<file path="config.mk">
export PLATFORM = sky130hd
export DESIGN_NAME = game_display_renderer
export DESIGN_NICKNAME = d
export VERILOG_FILES = /design/src/rtl/game_display_pkg.sv /design/src/rtl/game_display_renderer_glyph_rom.sv /design/src/rtl/game_display_renderer.sv
export SDC_FILE = /design/constraint.sdc
export NUM_CORES = 1
export LEC_CHECK = 0
export BUFFER_PORTS_ARGS = -buffer_cell sky130_fd_sc_hd__clkbuf_2
export CAP_MARGIN = 40
export CORE_ASPECT_RATIO = 2
export CORE_MARGIN = 2
export CORE_UTILIZATION = 45
export DETAILED_ROUTE_END_ITERATION = 7
export GPL_TIMING_DRIVEN = 0
export PLACE_DENSITY = 0.75
export RECOVER_POWER = 50
export SLEW_MARGIN = 10
export SYNTH_ARGS = -nofsm -noshare
export SYNTH_HDL_FRONTEND = slang
export SYNTH_HIERARCHICAL = 1
export SYNTH_SLANG_ARGS = --single-unit
</file>
<file path="constraint.sdc">
create_clock -name clk -period 6.5 [get_ports clk]
set_input_delay 1.625 -clock clk [delete_from_list [all_inputs] [get_ports clk]]
set_output_delay 1.625 -clock clk [all_outputs]
set_load 0.02 [all_outputs]
</file>
<file path="src/rtl/game_display_pkg.sv">
// Shared types and the 5x7 font for the game display renderer.
// Font rows are stored top to bottom; bit 4 of each row is the leftmost column.
package game_display_pkg;

  typedef enum logic [2:0] {
    BLANK = 3'd0,
    ONE   = 3'd1,
    TWO   = 3'd2,
    THREE = 3'd3,
    FOUR  = 3'd4,
    CHECK = 3'd5,
    CROSS = 3'd6,
    OVER  = 3'd7
  } disp_code_e;

  typedef enum logic [1:0] {
    ST_IDLE  = 2'd0,
    ST_CLEAR = 2'd1,
    ST_DRAW  = 2'd2,
    ST_FIN   = 2'd3
  } render_state_e;

  localparam int GLYPH_W = 5;
  localparam int GLYPH_H = 7;

  localparam logic [0:7][0:6][4:0] FONT = '{
    '{5'b00000, 5'b00000, 5'b00000, 5'b00000, 5'b00000, 5'b00000, 5'b00000},
    '{5'b00100, 5'b01100, 5'b00100, 5'b00100, 5'b00100, 5'b00100, 5'b01110},
    '{5'b01110, 5'b10001, 5'b00001, 5'b00010, 5'b00100, 5'b01000, 5'b11111},
    '{5'b11110, 5'b00001, 5'b00001, 5'b01110, 5'b00001, 5'b00001, 5'b11110},
    '{5'b00010, 5'b00110, 5'b01010, 5'b10010, 5'b11111, 5'b00010, 5'b00010},
    '{5'b00000, 5'b00001, 5'b00001, 5'b00010, 5'b10100, 5'b01000, 5'b00000},
    '{5'b00000, 5'b10001, 5'b01010, 5'b00100, 5'b01010, 5'b10001, 5'b00000},
    '{5'b01110, 5'b10001, 5'b10000, 5'b10111, 5'b10001, 5'b10001, 5'b01110}
  };

  // Addresses past the glyph edge read as background.
  function automatic logic font_bit(input logic [2:0] code, input logic [2:0] row,
                                    input logic [2:0] col);
    logic bit_v;
    if ((row < 3'(GLYPH_H)) && (col < 3'(GLYPH_W))) begin
      bit_v = FONT[code][row][3'd4 - col];
    end else begin
      bit_v = 1'b0;
    end
    return bit_v;
  endfunction

endpackage

</file>
<file path="src/rtl/game_display_renderer_glyph_rom.sv">
// Combinational font lookup: (code, row, col) -> foreground bit.
module glyph_rom
  import game_display_pkg::*;
(
  input  logic [2:0] code,
  input  logic [2:0] row,
  input  logic [2:0] col,
  output logic       pix
);

  assign pix = font_bit(code, row, col);

endmodule

</file>
<file path="src/rtl/game_display_renderer.sv">
// Paints a scaled glyph box or blanks the whole frame, one pixel write per cycle.
// Requests are captured every cycle and served between sweeps; clear wins over glyph.
module game_display_renderer
  import game_display_pkg::*;
#(
  parameter int SCREEN_W = 640,
  parameter int SCREEN_H = 480,
  parameter int SCALE    = 16,
  parameter int X0       = 280,
  parameter int Y0       = 184
) (
  input  logic       clk,
  input  logic       reset,
  input  logic [2:0] display,
  input  logic       clear,
  output logic [9:0] x,
  output logic [8:0] y,
  output logic       pixel_color,
  output logic       pixel_write,
  output logic       busy,
  output logic       done
);

  localparam int SUB_W = (SCALE > 1) ? $clog2(SCALE) : 1;
  localparam logic [SUB_W-1:0] SUB_LAST = SUB_W'(SCALE - 1);
  localparam logic [9:0] X_SCR_LAST = 10'(SCREEN_W - 1);
  localparam logic [8:0] Y_SCR_LAST = 9'(SCREEN_H - 1);
  localparam logic [9:0] X_FIRST    = 10'(X0);
  localparam logic [9:0] X_BOX_LAST = 10'(X0 + GLYPH_W * SCALE - 1);
  localparam logic [8:0] Y_FIRST    = 9'(Y0);
  localparam logic [8:0] Y_BOX_LAST = 9'(Y0 + GLYPH_H * SCALE - 1);

  render_state_e    state_r;
  logic [2:0]       last_code_r, req_code_r, cur_code_r;
  logic             pend_clear_r, pend_glyph_r;
  logic [SUB_W-1:0] sub_x_r, sub_y_r;
  logic [2:0]       col_r, row_r;

  logic             row_end_s, frame_end_s, glyph_bit_s;
  logic [9:0]       nxt_x_s;
  logic [8:0]       nxt_y_s;
  logic [SUB_W-1:0] nxt_sub_x_s, nxt_sub_y_s;
  logic [2:0]       nxt_col_s, nxt_row_s, rom_code_s, ref_code_s;

  // Next raster position and the code a new display value is compared against.
  always_comb begin
    row_end_s   = (state_r == ST_CLEAR) ? (x == X_SCR_LAST) : (x == X_BOX_LAST);
    frame_end_s = row_end_s && ((state_r == ST_CLEAR) ? (y == Y_SCR_LAST) : (y == Y_BOX_LAST));
    nxt_x_s     = x;
    nxt_y_s     = y;
    nxt_sub_x_s = sub_x_r;
    nxt_sub_y_s = sub_y_r;
    nxt_col_s   = col_r;
    nxt_row_s   = row_r;
    if (state_r == ST_IDLE) begin
      nxt_x_s     = X_FIRST;
      nxt_y_s     = Y_FIRST;
      nxt_sub_x_s = {SUB_W{1'b0}};
      nxt_sub_y_s = {SUB_W{1'b0}};
      nxt_col_s   = 3'd0;
      nxt_row_s   = 3'd0;
    end else if (row_end_s) begin
      nxt_x_s     = (state_r == ST_CLEAR) ? 10'd0 : X_FIRST;
      nxt_y_s     = y + 9'd1;
      nxt_sub_x_s = {SUB_W{1'b0}};
      nxt_col_s   = 3'd0;
      if (sub_y_r == SUB_LAST) begin
        nxt_sub_y_s = {SUB_W{1'b0}};
        nxt_row_s   = row_r + 3'd1;
      end else begin
        nxt_sub_y_s = sub_y_r + {{(SUB_W-1){1'b0}}, 1'b1};
      end
    end else begin
      nxt_x_s = x + 10'd1;
      if (sub_x_r == SUB_LAST) begin
        nxt_sub_x_s = {SUB_W{1'b0}};
        nxt_col_s   = col_r + 3'd1;
      end else begin
        nxt_sub_x_s = sub_x_r + {{(SUB_W-1){1'b0}}, 1'b1};
      end
    end
    rom_code_s = (state_r == ST_IDLE) ? req_code_r : cur_code_r;
    // The code being launched or drawn counts as current, so it is not re-requested.
    case (state_r)
      ST_IDLE: ref_code_s = (!pend_clear_r && pend_glyph_r) ? req_code_r : last_code_r;
      ST_DRAW: ref_code_s = cur_code_r;
      default: ref_code_s = last_code_r;
    endcase
  end

  glyph_rom u_glyph_rom (
    .code (rom_code_s),
    .row  (nxt_row_s),
    .col  (nxt_col_s),
    .pix  (glyph_bit_s)
  );

  // Sweep FSM with registered pixel outputs plus per-cycle request capture.
  always_ff @(posedge clk or negedge reset) begin
    if (!reset) begin
      state_r      <= ST_IDLE;
      last_code_r  <= 3'd0;
      req_code_r   <= 3'd0;
      cur_code_r   <= 3'd0;
      pend_clear_r <= 1'b1;
      pend_glyph_r <= 1'b0;
      sub_x_r      <= {SUB_W{1'b0}};
      sub_y_r      <= {SUB_W{1'b0}};
      col_r        <= 3'd0;
      row_r        <= 3'd0;
      x            <= 10'd0;
      y            <= 9'd0;
      pixel_color  <= 1'b0;
      pixel_write  <= 1'b0;
      busy         <= 1'b0;
      done         <= 1'b0;
    end else begin
      done <= 1'b0;
      case (state_r)
        ST_IDLE: begin
          if (pend_clear_r) begin
            state_r      <= ST_CLEAR;
            pend_clear_r <= 1'b0;
            x            <= 10'd0;
            y            <= 9'd0;
            pixel_color  <= 1'b0;
            pixel_write  <= 1'b1;
            busy         <= 1'b1;
          end else if (pend_glyph_r) begin
            state_r      <= ST_DRAW;
            cur_code_r   <= req_code_r;
            pend_glyph_r <= 1'b0;
            x            <= nxt_x_s;
            y            <= nxt_y_s;
            sub_x_r      <= nxt_sub_x_s;
            sub_y_r      <= nxt_sub_y_s;
            col_r        <= nxt_col_s;
            row_r        <= nxt_row_s;
            pixel_color  <= glyph_bit_s;
            pixel_write  <= 1'b1;
            busy         <= 1'b1;
          end else begin
            pixel_write <= 1'b0;
          end
        end
        ST_CLEAR, ST_DRAW: begin
          if (frame_end_s) begin
            state_r     <= ST_FIN;
            pixel_write <= 1'b0;
            pixel_color <= 1'b0;
            done        <= 1'b1;
            if (state_r == ST_CLEAR) begin
              last_code_r <= 3'd0;
              if (display != 3'd0) begin
                pend_glyph_r <= 1'b1;
                req_code_r   <= display;
              end
            end else begin
              last_code_r <= cur_code_r;
            end
          end else begin
            x           <= nxt_x_s;
            y           <= nxt_y_s;
            sub_x_r     <= nxt_sub_x_s;
            sub_y_r     <= nxt_sub_y_s;
            col_r       <= nxt_col_s;
            row_r       <= nxt_row_s;
            pixel_color <= (state_r == ST_DRAW) ? glyph_bit_s : 1'b0;
          end
        end
        ST_FIN: begin
          state_r <= ST_IDLE;
          busy    <= 1'b0;
        end
        default: begin
          state_r     <= ST_IDLE;
          pixel_write <= 1'b0;
          busy        <= 1'b0;
        end
      endcase
      if (clear) begin
        pend_clear_r <= 1'b1;
      end
      if (display != ref_code_s) begin
        pend_glyph_r <= 1'b1;
        req_code_r   <= display;
      end
    end
  end

  game_display_renderer_chk #(
    .SCREEN_W (SCREEN_W),
    .SCREEN_H (SCREEN_H),
    .SCALE    (SCALE),
    .X0       (X0),
    .Y0       (Y0)
  ) u_chk (
    .clk   (clk),
    .reset (reset)
  );

endmodule

// Parameter sanity: the glyph box must lie on a screen addressable by x and y.
module game_display_renderer_chk
  import game_display_pkg::*;
#(
  parameter int SCREEN_W = 640,
  parameter int SCREEN_H = 480,
  parameter int SCALE    = 16,
  parameter int X0       = 280,
  parameter int Y0       = 184
) (
  input logic clk,
  input logic reset
);

  localparam bit BOX_OK = (SCALE >= 1) && (X0 >= 0) && (Y0 >= 0) &&
                          (SCREEN_W <= 1024) && (SCREEN_H <= 512) &&
                          (X0 + GLYPH_W * SCALE <= SCREEN_W) &&
                          (Y0 + GLYPH_H * SCALE <= SCREEN_H);

  a_box_fits: assert property (@(posedge clk) disable iff (!reset) BOX_OK);

endmodule

</file>
==> results.md, run 1 <==
* Worst hold path cell count at 2
* Via count at 3,415
* Final non-filler cell total at 558
* Final instance area at 4080 um^2
* Layout overhead on the synthesized area at 11.6%
* VDD IR-drop max at around 0.00032 V
* Max-cap violation count at 1
* Crit path buf inv count at 3
* Mapped Nets at 450
* Die Y at between 100 and 150 um
* # DRC at 0
* Die ar. at 8900 um^2
* # Post-CTS Setup Buffers at 0
* Routed WL at 9740 um
* Post-synthesis sequential area ratio at 34.3%
* Commonest non-fill, non-tap cells in the layout: dfrtp_1 (49), nand2_1 (42), o21ai_0 (39)
* # hold bufs at CTS at 0
* Most common cell after layout, fill and taps aside: dfrtp_1
* Wl on met1 at roughly 3500 um
* Failing checks: capacitance limit, slew limit
* Main flop type after synthesis: dfrtp_1
* CP Class: flip-flop to flip-flop
* CTS-repair resized insts at 0
* CP peak stage delay at between 0.6 and 0.7 ns
* Initial antenna violation count at 0
* Final global-route overflow total at 0
* Detailed Route Iter0 Violations at 210
* Via-to-Cell Ratio at 6.12
* CP cell instances: inv_1 -> ha_1 -> clkbuf_1 -> o2111ai_1 -> o21ai_1 -> nor2_1 -> inv_1 -> ha_1 -> or3_1 -> a311oi_1 -> a32oi_1 -> o211ai_1 -> o211ai_1 -> o41ai_1
* First-pass DRT Iterations at 5
* Core area at 7890 um^2
* PortBufs at 28
* Post-synthesis simple-gate area fraction at 22.9%
* Placed Cells at between 500 and 600
* Share of the synthesized area in the top cell type at 33.6%
* Max Used Layer: met4
* Placer Congestion at around 0.94
* Total global-route track usage at 23.9%
* First-pass GRT wire length at 16,700 um
* Dominant cell type by area after synthesis: dfrtp_1
* Total CTS buffers at 5
* Synth top area cells: dfrtp_1 (34%), ha_1 (6.5%), o21ai_0 (5.3%), nand2_1 (4.3%), a21oi_1 (3.2%)
* Skew-Pair Late Insertion Delay at 0.30 ns
* Status: finished, violations left
* Vias in the first global route at around 3,600
* Slew @ Worst Pin at 1.57 ns
* Final worst path period need at 4.55 ns
* Fraction of layout cells with a size suffix above 1 at 12.1%
* CTS tree: yes
* CP Launch Type: flip-flop
* Max_slew headroom at -4.90%
* Std-Cell Rows at 46
* Synthesized area per cell at 8.59 um^2
* Critical path data required time at 6.69 ns
* RSZ-0062 raised after global routing: no
* Setup TNS at 0 ns
* Ports at 29
* Cells after Synth at ~430
* Top delay family on crit path: compound AO/OA/AOI/OAI gates
* Die width at 67.7 um
* FF-to-FF path depth at 14
* Critical path fanouts, max at 10
* Clock Tree Root: clkbuf_16
* Largest net degree at the start of global routing at 30
* Pins Over Slew Limit at 30
* Crit end category: flip-flop
* Leak at 1.79 nW
* Starting density of the core at between 40 and 50%
* Register area at ~1300 um^2
* Synth Cell Area at 3650 um^2
* Critical path depth at 14
* Clock buffer depth at 2
* Warnings, synthesis at 6
* Mux contribution to synthesized area at 4.56%
* Clock Pin Slew Worst Setup and Hold Paths at 0.07 ns
* Post-Place Cell Area at 3930 um^2
* Post-DP HPWL at 7540 um
* Yosys cell types at between 60 and 70
* Post-synth EDFFs at 0
* Final setup vio count at 0
* Synth async-reset ratio at 100%
* Sink Count at 50
* Synthesized flop and latch total at 50
* Post-Synth Adder-Cell Area at approximately 6.5%
* Hold_ws at 0.499 ns
* H-tree depth at 2
* FMAX at 220 MHz
* Complex-gate fraction of the synthesized area at between 20% and 30%
* Layout net count at 486
* Combinational family with the most area after synthesis: compound AO/OA/AOI/OAI gates
* Worst Path Arrival at ~4.7 ns
* Remaining antenna violation count at 0
* Synth Area in XOR/XNOR at between 2 and 3%
* Routed length on met2 at 5640 um
* # diodes at 0
* PD cells at roughly 460 nW/um^2
* WL/cell at 17.4 um
* Count of final hold-check violations at 0
* Final Cycle Share at between 60% and 70%
* Hold Path Class: flip-flop to flip-flop
* Filler cells at 725
* Met3 wire len at 286 um
* Skew final at 0.00798 ns
* Critical-path top delay cell: o2111ai_1
* Area of the multi-input gates at 2200 um^2
-- cell usage after synthesis, types with 5 or more instances --
library cell   n
dfrtp_1       49
nand2_1       42
o21ai_0       39
nor2_1        27
a21oi_1       23
inv_1         22
ha_1          19
nand3_1       14
nor2b_1       10
mux2_2         9
nand2b_1       9
o31ai_1        9
a21o_1         8
clkbuf_1       8
nor3_1         8
o211ai_1       8
xnor2_1        8
and2_1         7
and3_1         7
buf_2          7
nand4_1        6
nor3b_1        6
mux2i_1        5
-- layout make-up --
class                           count  share of cell area (%)
Buffer                             21                    2.89
Clock inverter                      3                    1.07
Inverter                           22                    2.03
Sequential cell                    50                    30.7
Clock buffer                        5                    3.07
Timing Repair Buffer               29                    3.32
Tap cell                           96                    2.95
Multi-Input combinational cell    332                    53.9
-- sequential cells by signal, summed over array words and instances (netlist names) --
| signal | cells |
|---|---|
| busy | 1 |
| col_r | 3 |
| cur_code_r | 3 |
| done | 1 |
| last_code_r | 3 |
| pend_clear_r | 1 |
| pend_glyph_r | 1 |
| pixel_color | 1 |
| pixel_write | 1 |
| req_code_r | 3 |
| row_r | 3 |
| state_r | 2 |
| sub_x_r | 4 |
| sub_y_r | 4 |
| x | 10 |
| y | 9 |
-- logic make-up after synthesis --
logic type / Yosys count
adders and majority gates: 19
DFF: 50
xor gates and xnor gates: 12
buffers and inverters: 43
AOI/OAI and AO/OA: 129
and+or+nand+nor: 157
muxes: 15
-- worst register-to-register path, delay by kind of cell (launching register included) --
kind	cells	cell delay, ns
simple gates	2	0.93
fa+ha+maj	2	0.59
compound gates	7	1.95
flops	1	0.43
buf+inv	3	0.54
-- final timing paths --
| kind | startpoint | endpoint | slack [ns] |
|---|---|---|---|
| hold reg to reg | last_code_r[1] | last_code_r[1] | 0.50 |
| max in group asynchronous | reset | x[5] | 2.88 |
| hold / removal | last_code_r[1] | last_code_r[1] | 0.50 |
| min in group asynchronous | reset | sub_y_r[2] | 1.57 |
| setup reg to reg | state_r[1] | pixel_color | 1.95 |
| setup / recovery | state_r[1] | pixel_color | 1.95 |
-- power breakdown --
part           leakage [nW]  switching [W]  total (W)  internal (W)
Clock                0.0842       0.000118   0.000301      0.000182
Combinational          1.06       0.000687    0.00108      0.000396
Sequential            0.639      0.0000885   0.000484      0.000396
-- stage by stage --
| stage | setup slack (ns) | util [%] | total power [W] |
|---|---|---|---|
| floorplan | 3.00 | - | 0.00126 |
| global placement | 2.01 | 49.6 | 0.00153 |
| detailed placement | 1.98 | 49.9 | 0.00156 |
| CTS | 1.95 | 52.0 | 0.00186 |
| global route | 1.54 | 51.7 | 0.00201 |
| finish | 1.95 | 51.7 | 0.00187 |
-- layer usage --
| metal | up-vias | global-route usage (%) |
|---|---|---|
| li1 | 1629 | - |
| met3 | 25 | 2.74 |
| met5 | - | 0 |
| met1 | 1663 | 24.9 |
| met4 | 0 | 14.6 |
| met2 | 98 | 42.9 |
(Power assumes the default switching activity.)
==> run 2: changes to the inputs <==
--- a/config.mk
+++ b/config.mk
@@ -12,7 +12,7 @@
 export CORE_UTILIZATION = 45
 export DETAILED_ROUTE_END_ITERATION = 7
 export GPL_TIMING_DRIVEN = 0
-export PLACE_DENSITY = 0.75
+export PLACE_DENSITY = 0.77
 export RECOVER_POWER = 50
 export SLEW_MARGIN = 10
 export SYNTH_ARGS = -nofsm -noshare
==> constraint.sdc (replaced) <==
create_clock -name clk -period 3.95 [get_ports clk]
set_input_delay 0.9875 -clock clk [delete_from_list [all_inputs] [get_ports clk]]
set_output_delay 0.9875 -clock clk [all_outputs]
set_load 0.02 [all_outputs]
==> results.md, run 2 (synthesis results as in run 1) <==
* Status: finished, violations left
* Failing checks: capacitance limit, slew limit
* Die ar. at 8900 um^2
* Initial antenna violation count at 0
* Ports at 29
* CP peak stage delay at 0.47 ns
* Sink Count at 50
* Leak at 1.79 nW
* # diodes at 0
* Pins Over Slew Limit at 29
* PD cells at 747 nW/um^2
* Most common cell after layout, fill and taps aside: dfrtp_1
* Max-cap violation count at 1
* Total global-route track usage at a little under a quarter
* Commonest non-fill, non-tap cells in the layout: dfrtp_1 (49), nand2_1 (42), o21ai_0 (39)
* CP cell instances: inv_1 -> ha_2 -> o2111ai_2 -> o21ai_4 -> nor2_4 -> inv_1 -> ha_1 -> or3_1 -> a311oi_1 -> a32oi_1 -> o211ai_1 -> o211ai_1 -> o41ai_1
* Skew-Pair Late Insertion Delay at ~0.3 ns
* Post-DP HPWL at between 7000 and 8000 um
* Via count at 3,349
* Top delay family on crit path: compound AO/OA/AOI/OAI gates
* Largest net degree at the start of global routing at 29
* Detailed Route Iter0 Violations at approximately 240
* Clock Tree Root: clkbuf_16
* VDD IR-drop max at between 0.0005 and 0.0006 V
* Max_slew headroom at -3.53%
* Total CTS buffers at 5
* Remaining antenna violation count at 0
* PortBufs at 28
* Critical-path top delay cell: o2111ai_2
* Fraction of layout cells with a size suffix above 1 at 13.3%
* Final worst path period need at 3.72 ns
* Clock buffer depth at 2
* Critical path data required time at a little over 4 ns
* WL/cell at 17.1 um
* Clock Pin Slew Worst Setup and Hold Paths at 0.07 ns
* Die width at between 60 and 70 um
* Slew @ Worst Pin at 1.55 ns
* Count of final hold-check violations at 0
* # DRC at 0
* Final global-route overflow total at 0
* Crit path buf inv count at 2
* First-pass GRT wire length at 15,800 um
* CTS tree: yes
* Layout net count at 483
* Reg with most FFs: x
* Die Y at 131 um
* FMAX at 269 MHz
* CP Launch Type: flip-flop
* Final setup vio count at 0
* Worst Path Arrival at 3.90 ns
* Total power at just over 0.003 W
* H-tree depth at 2
* CP Class: flip-flop to flip-flop
* Routed WL at roughly 9500 um
* Via-to-Cell Ratio at 6.03
* Core area at between 7000 and 8000 um^2
* Placer Congestion at around 0.97
* Max reg flops at 10
* First-pass DRT Iterations at 7
* Top flop regs: x x10, y x9
* Hold Path Class: flip-flop to flip-flop
* Final core utilization at 52.1%
* Layout overhead on the synthesized area at 12.4%
* Final Cycle Share at 94.3%
* Crit end category: flip-flop
* Std-Cell Rows at 46
* Vias in the first global route at 3,314
* # hold bufs at CTS at 0
* RSZ-0062 raised after global routing: no
* Critical path fanouts, max at 10
* Skew final at between 0.008 and 0.009 ns
* Starting density of the core at 46.3%
==> run 2: path summary, 6_finish.rpt <==
kind	from	endpoint	slack, ns	depth (start not counted)
max reg2reg	state_r[1]	pixel_color	0.23	13
min reg2reg	col_r[2]	col_r[2]	0.51	1
max	state_r[1]	pixel_color	0.23	13
min in group asynchronous	reset	sub_y_r[1]	0.92	1
max in group asynchronous	reset	last_code_r[0]	1.02	2
min	col_r[2]	col_r[2]	0.51	1
==> run 2: power by group <==
group	switching [W]	internal [W]
sequential	0.000150	0.000651
combinational	0.00111	0.000657
clock	0.000195	0.000300
==> run 2: routing by layer <==
layer	wire, um	share of wire, %	global-route usage [%]
met1	3450	36	24.8
met2	5360	57	40.7
met3	295	3.1	2.74
met4	363	3.8	11.6
met5	0	0	0
==> run 2: through the flow <==
step                instances  hold slack (ns)  cell area (um^2)  TNS [ns]  worst slack [ns]
floorplan                 425            0.450              3650         0             0.451
global placement          549            0.464              3910    -0.554            -0.554
detailed placement        550            0.492              3930    -0.543            -0.543
CTS                       557            0.505              4110         0            0.0228
global route              555            0.541              4110         0            0.0370
finish                    555            0.508              4110         0             0.227
==> run 2: area by class of cell <==
| class | count | area (um^2) |
|---|---|---|
| fillers | 692 | 3780 |
| multi-input cells | 332 | 2240 |
| flip-flops and latches | 50 | 1250 |
| repair buffers | 29 | 133 |
| clock buffers | 5 | 125 |
| well taps | 96 | 120 |
| plain buffers | 18 | 108 |
| inverters | 22 | 82.6 |
| clock inverters | 3 | 43.8 |
==> run 2: timing repair <==
action | 4_1_cts | 5_1_grt
resized for setup | 4 | 5
buffers inserted | 0 | 0
setup endpoints to repair | 1 | 1
